### src/rtl/spi_master_arbiter.sv
// Round-robin arbiter that shares one spi_master among NUM_REQ clients.
// It applies the winning client's SPI mode, settles after a mode change, launches the transfer and returns the result.
module spi_master_arbiter #(
    parameter int NUM_REQ           = 3,
    parameter int DATA_WIDTH        = 8,
    parameter int CLK_DIVIDER_WIDTH = 4,
    parameter int SETTLE_CYCLES     = 4,
    parameter int TIMEOUT           = 64
) (
    input  logic                            clk,
    input  logic                            resetb,
    input  logic [NUM_REQ-1:0]              req,
    input  logic [NUM_REQ*DATA_WIDTH-1:0]   req_data,
    input  logic [NUM_REQ-1:0]              req_cpol,
    input  logic [NUM_REQ-1:0]              req_cpha,
    input  logic [CLK_DIVIDER_WIDTH-1:0]    cfg_clk_divider,
    output logic [NUM_REQ-1:0]              ack,
    output logic [DATA_WIDTH-1:0]           rsp_data,
    output logic                            rsp_err,
    output logic                            active,
    output logic                            m_go,
    output logic [DATA_WIDTH-1:0]           m_datai,
    output logic                            m_cpol,
    output logic                            m_cpha,
    output logic [CLK_DIVIDER_WIDTH-1:0]    m_clk_divider,
    input  logic                            m_busy,
    input  logic [DATA_WIDTH-1:0]           m_datao
);

    localparam int IDX_W  = (NUM_REQ > 1) ? $clog2(NUM_REQ) : 1;
    localparam int MAX_C  = (SETTLE_CYCLES > TIMEOUT) ? SETTLE_CYCLES : TIMEOUT;
    localparam int CNT_W  = $clog2(MAX_C + 1);

    typedef enum logic [2:0] {
        S_IDLE      = 3'd0,
        S_SETTLE    = 3'd1,
        S_LAUNCH    = 3'd2,
        S_WAIT_BUSY = 3'd3,
        S_WAIT_END  = 3'd4,
        S_RESP      = 3'd5
    } state_t;

    state_t                         r_state,  w_state_nxt;
    logic [IDX_W-1:0]               r_ptr,    w_ptr_nxt;
    logic [IDX_W-1:0]               r_idx,    w_idx_nxt;
    logic [CNT_W-1:0]               r_cnt,    w_cnt_nxt;
    logic [NUM_REQ-1:0]             r_ack,    w_ack_nxt;
    logic [DATA_WIDTH-1:0]          r_rsp_data, w_rsp_data_nxt;
    logic                           r_rsp_err, w_rsp_err_nxt;
    logic                           r_active, w_active_nxt;
    logic                           r_go,     w_go_nxt;
    logic [DATA_WIDTH-1:0]          r_datai,  w_datai_nxt;
    logic                           r_cpol,   w_cpol_nxt;
    logic                           r_cpha,   w_cpha_nxt;
    logic [CLK_DIVIDER_WIDTH-1:0]   r_div,    w_div_nxt;

    logic                           w_pick_found;
    logic [IDX_W-1:0]               w_pick_idx;
    logic [NUM_REQ-1:0]             w_idx_onehot;

    // First requester after the pointer, wrapping; returns {found, index}.
    function automatic logic [IDX_W:0] rr_pick(input logic [NUM_REQ-1:0] req_v,
                                               input logic [IDX_W-1:0]   ptr);
        logic             found;
        logic [IDX_W-1:0] idx;
        logic [IDX_W-1:0] cand;
        found = 1'b0;
        idx   = {IDX_W{1'b0}};
        cand  = ptr;
        for (int k = 0; k < NUM_REQ; k++) begin
            if (cand == IDX_W'(NUM_REQ - 1)) begin
                cand = {IDX_W{1'b0}};
            end else begin
                cand = cand + IDX_W'(1);
            end
            if (!found && req_v[cand]) begin
                found = 1'b1;
                idx   = cand;
            end else begin
                found = found;
            end
        end
        return {found, idx};
    endfunction

    assign {w_pick_found, w_pick_idx} = rr_pick(req, r_ptr);
    assign w_idx_onehot = {{(NUM_REQ-1){1'b0}}, 1'b1} << r_idx;

    // Next-state and next-output logic for the arbitration FSM.
    always_comb begin
        w_state_nxt    = r_state;
        w_ptr_nxt      = r_ptr;
        w_idx_nxt      = r_idx;
        w_cnt_nxt      = r_cnt;
        w_ack_nxt      = {NUM_REQ{1'b0}};
        w_rsp_data_nxt = r_rsp_data;
        w_rsp_err_nxt  = r_rsp_err;
        w_active_nxt   = r_active;
        w_go_nxt       = 1'b0;
        w_datai_nxt    = r_datai;
        w_cpol_nxt     = r_cpol;
        w_cpha_nxt     = r_cpha;
        w_div_nxt      = r_div;
        case (r_state)
            S_IDLE: begin
                if (w_pick_found) begin
                    w_idx_nxt    = w_pick_idx;
                    w_datai_nxt  = req_data[w_pick_idx*DATA_WIDTH +: DATA_WIDTH];
                    w_div_nxt    = cfg_clk_divider;
                    w_active_nxt = 1'b1;
                    w_cnt_nxt    = {CNT_W{1'b0}};
                    if ({req_cpol[w_pick_idx], req_cpha[w_pick_idx]} != {r_cpol, r_cpha}) begin
                        w_cpol_nxt  = req_cpol[w_pick_idx];
                        w_cpha_nxt  = req_cpha[w_pick_idx];
                        w_state_nxt = S_SETTLE;
                    end else begin
                        w_go_nxt    = 1'b1;
                        w_state_nxt = S_LAUNCH;
                    end
                end else begin
                    w_state_nxt = S_IDLE;
                end
            end
            S_SETTLE: begin
                if (r_cnt == CNT_W'(SETTLE_CYCLES - 1)) begin
                    w_go_nxt    = 1'b1;
                    w_state_nxt = S_LAUNCH;
                end else begin
                    w_cnt_nxt   = r_cnt + CNT_W'(1);
                end
            end
            S_LAUNCH: begin
                w_cnt_nxt   = {CNT_W{1'b0}};
                w_state_nxt = S_WAIT_BUSY;
            end
            S_WAIT_BUSY: begin
                if (m_busy) begin
                    w_state_nxt = S_WAIT_END;
                end else if (r_cnt == CNT_W'(TIMEOUT - 1)) begin
                    // Master never started: fail the request back to its client.
                    w_ack_nxt      = w_idx_onehot;
                    w_rsp_err_nxt  = 1'b1;
                    w_rsp_data_nxt = {DATA_WIDTH{1'b0}};
                    w_state_nxt    = S_RESP;
                end else begin
                    w_cnt_nxt      = r_cnt + CNT_W'(1);
                end
            end
            S_WAIT_END: begin
                if (!m_busy) begin
                    w_ack_nxt      = w_idx_onehot;
                    w_rsp_err_nxt  = 1'b0;
                    w_rsp_data_nxt = m_datao;
                    w_state_nxt    = S_RESP;
                end else begin
                    w_state_nxt    = S_WAIT_END;
                end
            end
            S_RESP: begin
                w_ptr_nxt    = r_idx;
                w_active_nxt = 1'b0;
                w_state_nxt  = S_IDLE;
            end
            default: begin
                w_active_nxt = 1'b0;
                w_state_nxt  = S_IDLE;
            end
        endcase
    end

    // State and output registers; reset aborts any transfer without an ack.
    always_ff @(posedge clk or negedge resetb) begin
        if (!resetb) begin
            r_state    <= S_IDLE;
            r_ptr      <= IDX_W'(NUM_REQ - 1);
            r_idx      <= {IDX_W{1'b0}};
            r_cnt      <= {CNT_W{1'b0}};
            r_ack      <= {NUM_REQ{1'b0}};
            r_rsp_data <= {DATA_WIDTH{1'b0}};
            r_rsp_err  <= 1'b0;
            r_active   <= 1'b0;
            r_go       <= 1'b0;
            r_datai    <= {DATA_WIDTH{1'b0}};
            r_cpol     <= 1'b0;
            r_cpha     <= 1'b0;
            r_div      <= {CLK_DIVIDER_WIDTH{1'b0}};
        end else begin
            r_state    <= w_state_nxt;
            r_ptr      <= w_ptr_nxt;
            r_idx      <= w_idx_nxt;
            r_cnt      <= w_cnt_nxt;
            r_ack      <= w_ack_nxt;
            r_rsp_data <= w_rsp_data_nxt;
            r_rsp_err  <= w_rsp_err_nxt;
            r_active   <= w_active_nxt;
            r_go       <= w_go_nxt;
            r_datai    <= w_datai_nxt;
            r_cpol     <= w_cpol_nxt;
            r_cpha     <= w_cpha_nxt;
            r_div      <= w_div_nxt;
        end
    end

    assign ack           = r_ack;
    assign rsp_data      = r_rsp_data;
    assign rsp_err       = r_rsp_err;
    assign active        = r_active;
    assign m_go          = r_go;
    assign m_datai       = r_datai;
    assign m_cpol        = r_cpol;
    assign m_cpha        = r_cpha;
    assign m_clk_divider = r_div;

endmodule
### config.mk
export PLATFORM = sky130hd
export DESIGN_NAME = spi_master_arbiter
export DESIGN_NICKNAME = d
export VERILOG_FILES = /design/src/rtl/spi_master_arbiter.sv
export SDC_FILE = /design/constraint.sdc
export NUM_CORES = 1
export LEC_CHECK = 0
export BUFFER_PORTS_ARGS = -buffer_cell sky130_fd_sc_hd__buf_4
export CORE_MARGIN = 8
export CORE_UTILIZATION = 49
export DETAILED_ROUTE_END_ITERATION = 8
export PLACE_DENSITY = 0.84
export SYNTH_ARGS = -nofsm -noshare
export SYNTH_HDL_FRONTEND = slang
export SYNTH_SLANG_ARGS = --single-unit
### constraint.sdc
create_clock -name clk -period 2.2 [get_ports clk]
set_input_delay 0.33 -clock clk [delete_from_list [all_inputs] [get_ports clk]]
set_output_delay 0.33 -clock clk [all_outputs]
set_load 0.02 [all_outputs]
==> results of run 1 <==
[flip-flops by register name, summed over array words and instances, names as in the netlist, 2 cells and up]
name / count
rsp_data: 8
r_idx: 2
r_ptr: 2
r_state: 3
r_cnt: 7
m_clk_divider: 4
ack: 3
m_datai: 8
[cell usage after synthesis (2+ instances only)]
master | instances | share of area, %
o21ai_0 | 7 | 1.7
o21ai_1 | 18 | 4.4
or3_1 | 2 | 0.61
dfrtp_1 | 41 | 50
nor2_1 | 17 | 3.1
nor3_1 | 4 | 0.97
nand2_1 | 30 | 5.5
inv_1 | 4 | 0.73
nor2b_1 | 2 | 0.61
buf_2 | 2 | 0.49
o31ai_1 | 7 | 2.6
nand3_1 | 5 | 1.2
clkbuf_1 | 11 | 2.0
mux2_2 | 2 | 1.1
mux2i_1 | 9 | 4.4
and3_1 | 3 | 0.91
o21a_1 | 2 | 0.73
nand2b_1 | 5 | 1.5
a21oi_1 | 10 | 2.4
a211oi_2 | 2 | 1.2
a31oi_1 | 2 | 0.61
o211a_1 | 2 | 0.97
nor3b_1 | 2 | 0.73
o31a_1 | 2 | 0.85
a22o_1 | 8 | 3.4
[power groups by stage]
stage | clock network, µW | registers [µW] | logic [µW]
after floorplan | 0 | 1510 | 882
after global placement | 0 | 1320 | 1640
after detailed placement | 0 | 1330 | 1680
after CTS | 504 | 1320 | 1700
after global routing | 547 | 1380 | 1820
final | 495 | 1320 | 1670
[cell families after synthesis]
group | count (synthesis) | synth area share (%)
mux | 11 | 5.47
compound gates | 68 | 22.1
flops | 42 | 51.1
buf+inv | 17 | 3.22
simple gates | 74 | 17.5
fa+ha+maj | 1 | 0.607
[stage by stage]
stage / power [µW] / utilization, %
floorplan: 2390 / -
global placement: 2960 / 65.7
detailed placement: 3010 / 65.7
CTS: 3520 / 68.0
global route: 3740 / 68.0
finish: 3490 / 68.0
[layout by cell type, fill, tap and decap left out, types with 2 or more instances in the layout]
cell / instances
o211a_1: 2
nor3_1: 4
a211oi_2: 2
a31oi_1: 2
buf_4: 77
nand2_1: 30
o31ai_1: 7
dfrtp_1: 41
o31a_1: 2
or3_1: 2
mux2i_1: 9
inv_1: 4
a21oi_1: 10
mux2_2: 2
a22o_1: 8
and3_1: 3
o21ai_0: 7
o21a_1: 2
nand2b_1: 5
nor3b_1: 2
o21ai_1: 18
nor2b_1: 2
clkbuf_8: 5
nand3_1: 5
nor2_1: 17
[worst max path at each step]
| stage | startpoint | endpoint | slack, ps | cells past startpoint |
|---|---|---|---|---|
| final | r_ptr[1] | r_state[0] | 170 | 6 |
| after global routing | r_ptr[1] | r_state[0] | 80 | 6 |
| after CTS | r_ptr[1] | r_state[0] | 160 | 6 |
| after detailed placement | r_ptr[1] | r_state[0] | 190 | 6 |
| after global placement | r_ptr[1] | r_state[0] | 280 | 6 |
| after floorplan | r_ptr[1] | r_state[0] | 340 | 7 |
[routing by layer]
| metal | share of wire, % | vias up | track usage, % |
|---|---|---|---|
| met4 | 1.1 | 0 | 4.82 |
| met1 | 40 | 873 | 19.2 |
| met3 | 6.3 | 7 | 4.75 |
| met2 | 52 | 56 | 28.9 |
| met5 | 0 | - | 0 |
| li1 | - | 909 | - |
[layout make-up]
cell class,count,area [µm²],area share [%]
Clock buffer,5,68.8,2.51
Timing Repair Buffer,77,578,21.1
Clock inverter,3,21.3,0.777
Sequential cell,42,1050,38.4
Inverter,4,15.0,0.548
Multi-Input combinational cell,154,941,34.4
Tap cell,50,62.6,2.28
==> flow_metrics.tcl, run 1 <==
set metrics [dict create \
    startpoint_type "flip-flop" \
    synth_edf_count 0 \
    die_h_um 80.8 \
    root_buffer "clkbuf_8" \
    min-delay-path-class "in2async" \
    r2r_slack_ps 170 \
    avgViaCountPerCell 5.51 \
    route.detailed.drc 0 \
    syn_nets 262 \
    ys_seq_area_share_pct 51.1 \
    arrival_ps 2210 \
    status "finished, final reports clean" \
    ys_warn_count 0 \
    grt_first_pass_wirelength_um 8740 \
    final_cell_area_mm2 0.00274 \
    cts_made_buffers 5 \
    ios 76 \
    p_int_uw 2040 \
    ys_types 39 \
    path_class "reg2reg" \
    path_max_fanout 5 \
    leakagePower_uw 0.00137 \
    ir_drop_v 0.000779 \
    endpoint_kind "flip-flop" \
    worstPathRequired_ps 2390 \
    setup_viol 0 \
    gr-total-overflow 0 \
    dpl_cell_area_mm2 0.00265 \
    drtAntennaViolNets 0 \
    initial_core_util_pct 51.1 \
    cts_tree "done" \
    power_density_mw_per_mm2 1270 \
    ff2ff_path_depth 6 \
    htreeDepth 2 \
    grtUsageTotal_pct 16.5 \
    netlist_area_mm2 0.00206 \
    io_buffers 75 \
    cp_top_family "compound AO/OA/AOI/OAI gates" \
    ys_async_sr_fraction_pct 100 \
    synth.ff_latch_count 42 \
    drt-initial-drc-count 148 \
    max_stage_delay_ps 570 \
    dieArea_mm2 0.00653 \
    clkLatencyLatePin_ps 290 \
    avgRoutedWirePerCell_um 15.3 \
    crit_chain "a21oi_1, o21ai_0, nor2_1, o21ai_0, nand4b_4, a211o_1" \
    cp_slowest_cell "dfstp_2" \
    ctsResizeCount 0 \
    syn_inst 213 \
    ctsHoldBuffers 0 \
    place_congestion 0.873 \
    p_clk_share_pct 14.2 \
    comb_power_share_pct 47.8 \
    path_common_cell "o21ai_0" \
    switching_power_uw 1450 \
    num-nets-final 333 \
    fp.coreArea_mm2 0.00403 \
    tns_ps 0 \
    max_cap_violations 0 \
    r2r-start "r_ptr[1]" \
    cp_num_buf_inv 0 \
    clkSlewWorstSetupHoldPaths_ps 80 \
    slew_headroom_pct 65.8 \
    period_minus_slack_ps 2030 \
    ys.flop_type "dfrtp_1" \
    area_growth_pct 33.0 \
    setup_ws_ps 173 \
    timing.fmax_ghz 0.493 \
    slew_violations 0 \
    syn_avg_cell_area_um2 9.67 \
    rr_endpoint "r_state[0]" \
    die_w_um 80.8 \
    cts_buffer_depth 2 \
    hold_violations 0 \
    cts_setup_buffers 0 \
    place_inst 327 \
    rows 23 \
    grt_pass1_vias 1860 \
    cts.sink_count 42 \
    drtPass1Iterations 4 \
    seqPwrFrac_pct 38.0 \
    antenna_cells 0 \
    hold_ws_ps 3.34 \
    stdcell_count 335 \
    final.period_utilization_pct 92.1 \
    fill_cells 357 \
    pre_cts_ws_ps 191 \
    antenna_found_initial 0 \
    fin_worst_skew_ps 2.84 \
    grt_max_degree 43 \
    rsz0062_at_grt "no" \
    vias 1845 \
    drive_above_1_share_pct 32.6 \
    swShare_pct 41.5 \
    wirelength_um 5120 \
    dp_hpwl_um 3870 \
    max_slew.worst_pin.slew_ps 512 \
]
No activity file was read; power rests on OpenSTA's default activity.
==> run 2, diff against run 1 <==
--- a/config.mk
+++ b/config.mk
@@ -10,2 +10,3 @@
 export CORE_UTILIZATION = 49
+export CTS_CLUSTER_DIAMETER = 120
 export DETAILED_ROUTE_END_ITERATION = 8
==> constraint.sdc (replaced) <==
create_clock -name clk -period 2.2 [get_ports clk]
set_input_delay 0.44 -clock clk [delete_from_list [all_inputs] [get_ports clk]]
set_output_delay 0.44 -clock clk [all_outputs]
set_load 0.02 [all_outputs]
==> flow_metrics.tcl, run 2 (synthesized netlist as in run 1, its figures left out) <==
set metrics [dict create \
    leakagePower_uw 0.00140 \
    drtPass1Iterations 4 \
    htreeDepth 2 \
    final_common_cell "buf_4" \
    timing.fmax_ghz 0.512 \
    hold_violations 0 \
    cts_made_buffers 5 \
    setup_viol 0 \
    place_congestion 0.830 \
    area_growth_pct 35.7 \
    cts_setup_buffers 0 \
    slew_violations 0 \
    setup_ws_ps 246 \
    io_buffers 75 \
    r2r_slack_ps 250 \
    drtAntennaViolNets 0 \
    endpoint_kind "flip-flop" \
    grt_first_pass_wirelength_um 8540 \
    grtUsageTotal_pct 16.4 \
    initial_core_util_pct 51.1 \
    ir_drop_v 0.000760 \
    cts.sink_count 42 \
    die_h_um 80.8 \
    multi_input_area_um2 941 \
    clkSlewWorstSetupHoldPaths_ps 80 \
    status "finished, final reports clean" \
    tns_ps 0 \
    dp_hpwl_um 3760 \
    power_density_mw_per_mm2 1330 \
    startpoint_type "flip-flop" \
    rsz0062_at_grt "no" \
    route.detailed.drc 0 \
    slew_headroom_pct 65.1 \
    grt_pass1_vias 1881 \
    fin_worst_skew_ps 7.00 \
    antenna_found_initial 0 \
    max_slew.worst_pin.slew_ps 523 \
    cts_tree "done" \
    avgRoutedWirePerCell_um 15.0 \
    root_buffer "clkbuf_8" \
    avgViaCountPerCell 5.49 \
    pre_cts_ws_ps 147 \
    drive_above_1_share_pct 32.9 \
    grt_max_degree 43 \
    clkLatencyLatePin_ps 290 \
    period_minus_slack_ps 1950 \
    num-nets-final 334 \
    ios 76 \
    dieArea_mm2 0.00653 \
    final.period_utilization_pct 88.8 \
    min-delay-path-class "in2async" \
    drt-initial-drc-count 135 \
    path_class "reg2reg" \
    fill_cells 325 \
    arrival_ps 2130 \
    cts_buffer_depth 2 \
    wirelength_um 5040 \
    die_w_um 80.8 \
    fp.coreArea_mm2 0.00403 \
    gr-total-overflow 0 \
    antenna_cells 0 \
    rows 23 \
    vias 1845 \
    layout_common_cells "buf_4, dfrtp_1, nand2_1, o21ai_1, nor2_1" \
    path_max_fanout 4 \
    worstPathRequired_ps 2380 \
    max_cap_violations 0 \
    seq_area_mm2 0.00105 \
]
run 2: what timing repair did:
| item | 4_1_cts | 5_1_grt |
|---|---|---|
| endpoints found under the setup margin | 0 | 1 |
| gates resized for setup | 0 | 1 |
| hold endpoints to repair | 0 | 0 |
| hold buffers | 0 | 0 |
run 2: layout make-up:
cell class,instances,share of cell area [%]
timing repair buffer,78,21.0
clock inverter,3,2.46
multi-input combinational,154,33.7
clock buffer,5,2.46
sequential,42,37.7
tap,50,2.24
inverter,4,0.537
run 2: report_power, final:
group / switching [µW] / internal (µW)
clock network: 267 / 454
registers: 243 / 1070
logic: 938 / 755
run 2: final timing paths:
check                      cells after the start               start                to
max                                            6            r_ptr[0]        r_state[0]
min                                            1              resetb  m_clk_divider[2]
max reg2reg                                    6            r_ptr[0]        r_state[0]
min reg2reg                                    2          m_datai[7]        m_datai[7]
max in group asynchronous                      1              resetb          r_ptr[1]
min in group clk                               3  cfg_clk_divider[2]  m_clk_divider[2]
run 2: routing by layer:
metal,GRT usage (%),vias up,share of wire (%)
li1,-,910,-
met1,19.5,873,41
met2,27.2,54,50
met3,5.74,8,7.0
met4,5.00,0,1.4
met5,0,-,0
run 2: stage by stage:
step                utilization (%)  hold slack, ps  cells  cell area (µm²)  total power (µW)
global route                   69.3             159    336             2790              4000
floorplan                         -             144    213             2060              2390
global placement               65.9             452    328             2660              2980
finish                         69.3             115    336             2790              3730
detailed placement             65.9             455    328             2660              3030
CTS                            69.3             134    336             2790              3760
run 2: critical path, stage by stage (launching register included):
cell and delay, ps:
dfrtp_1 410, or3b_4 410, o211a_1 150, a211oi_2 270, nor3_1 90, nand4b_4 190, a211o_1 320
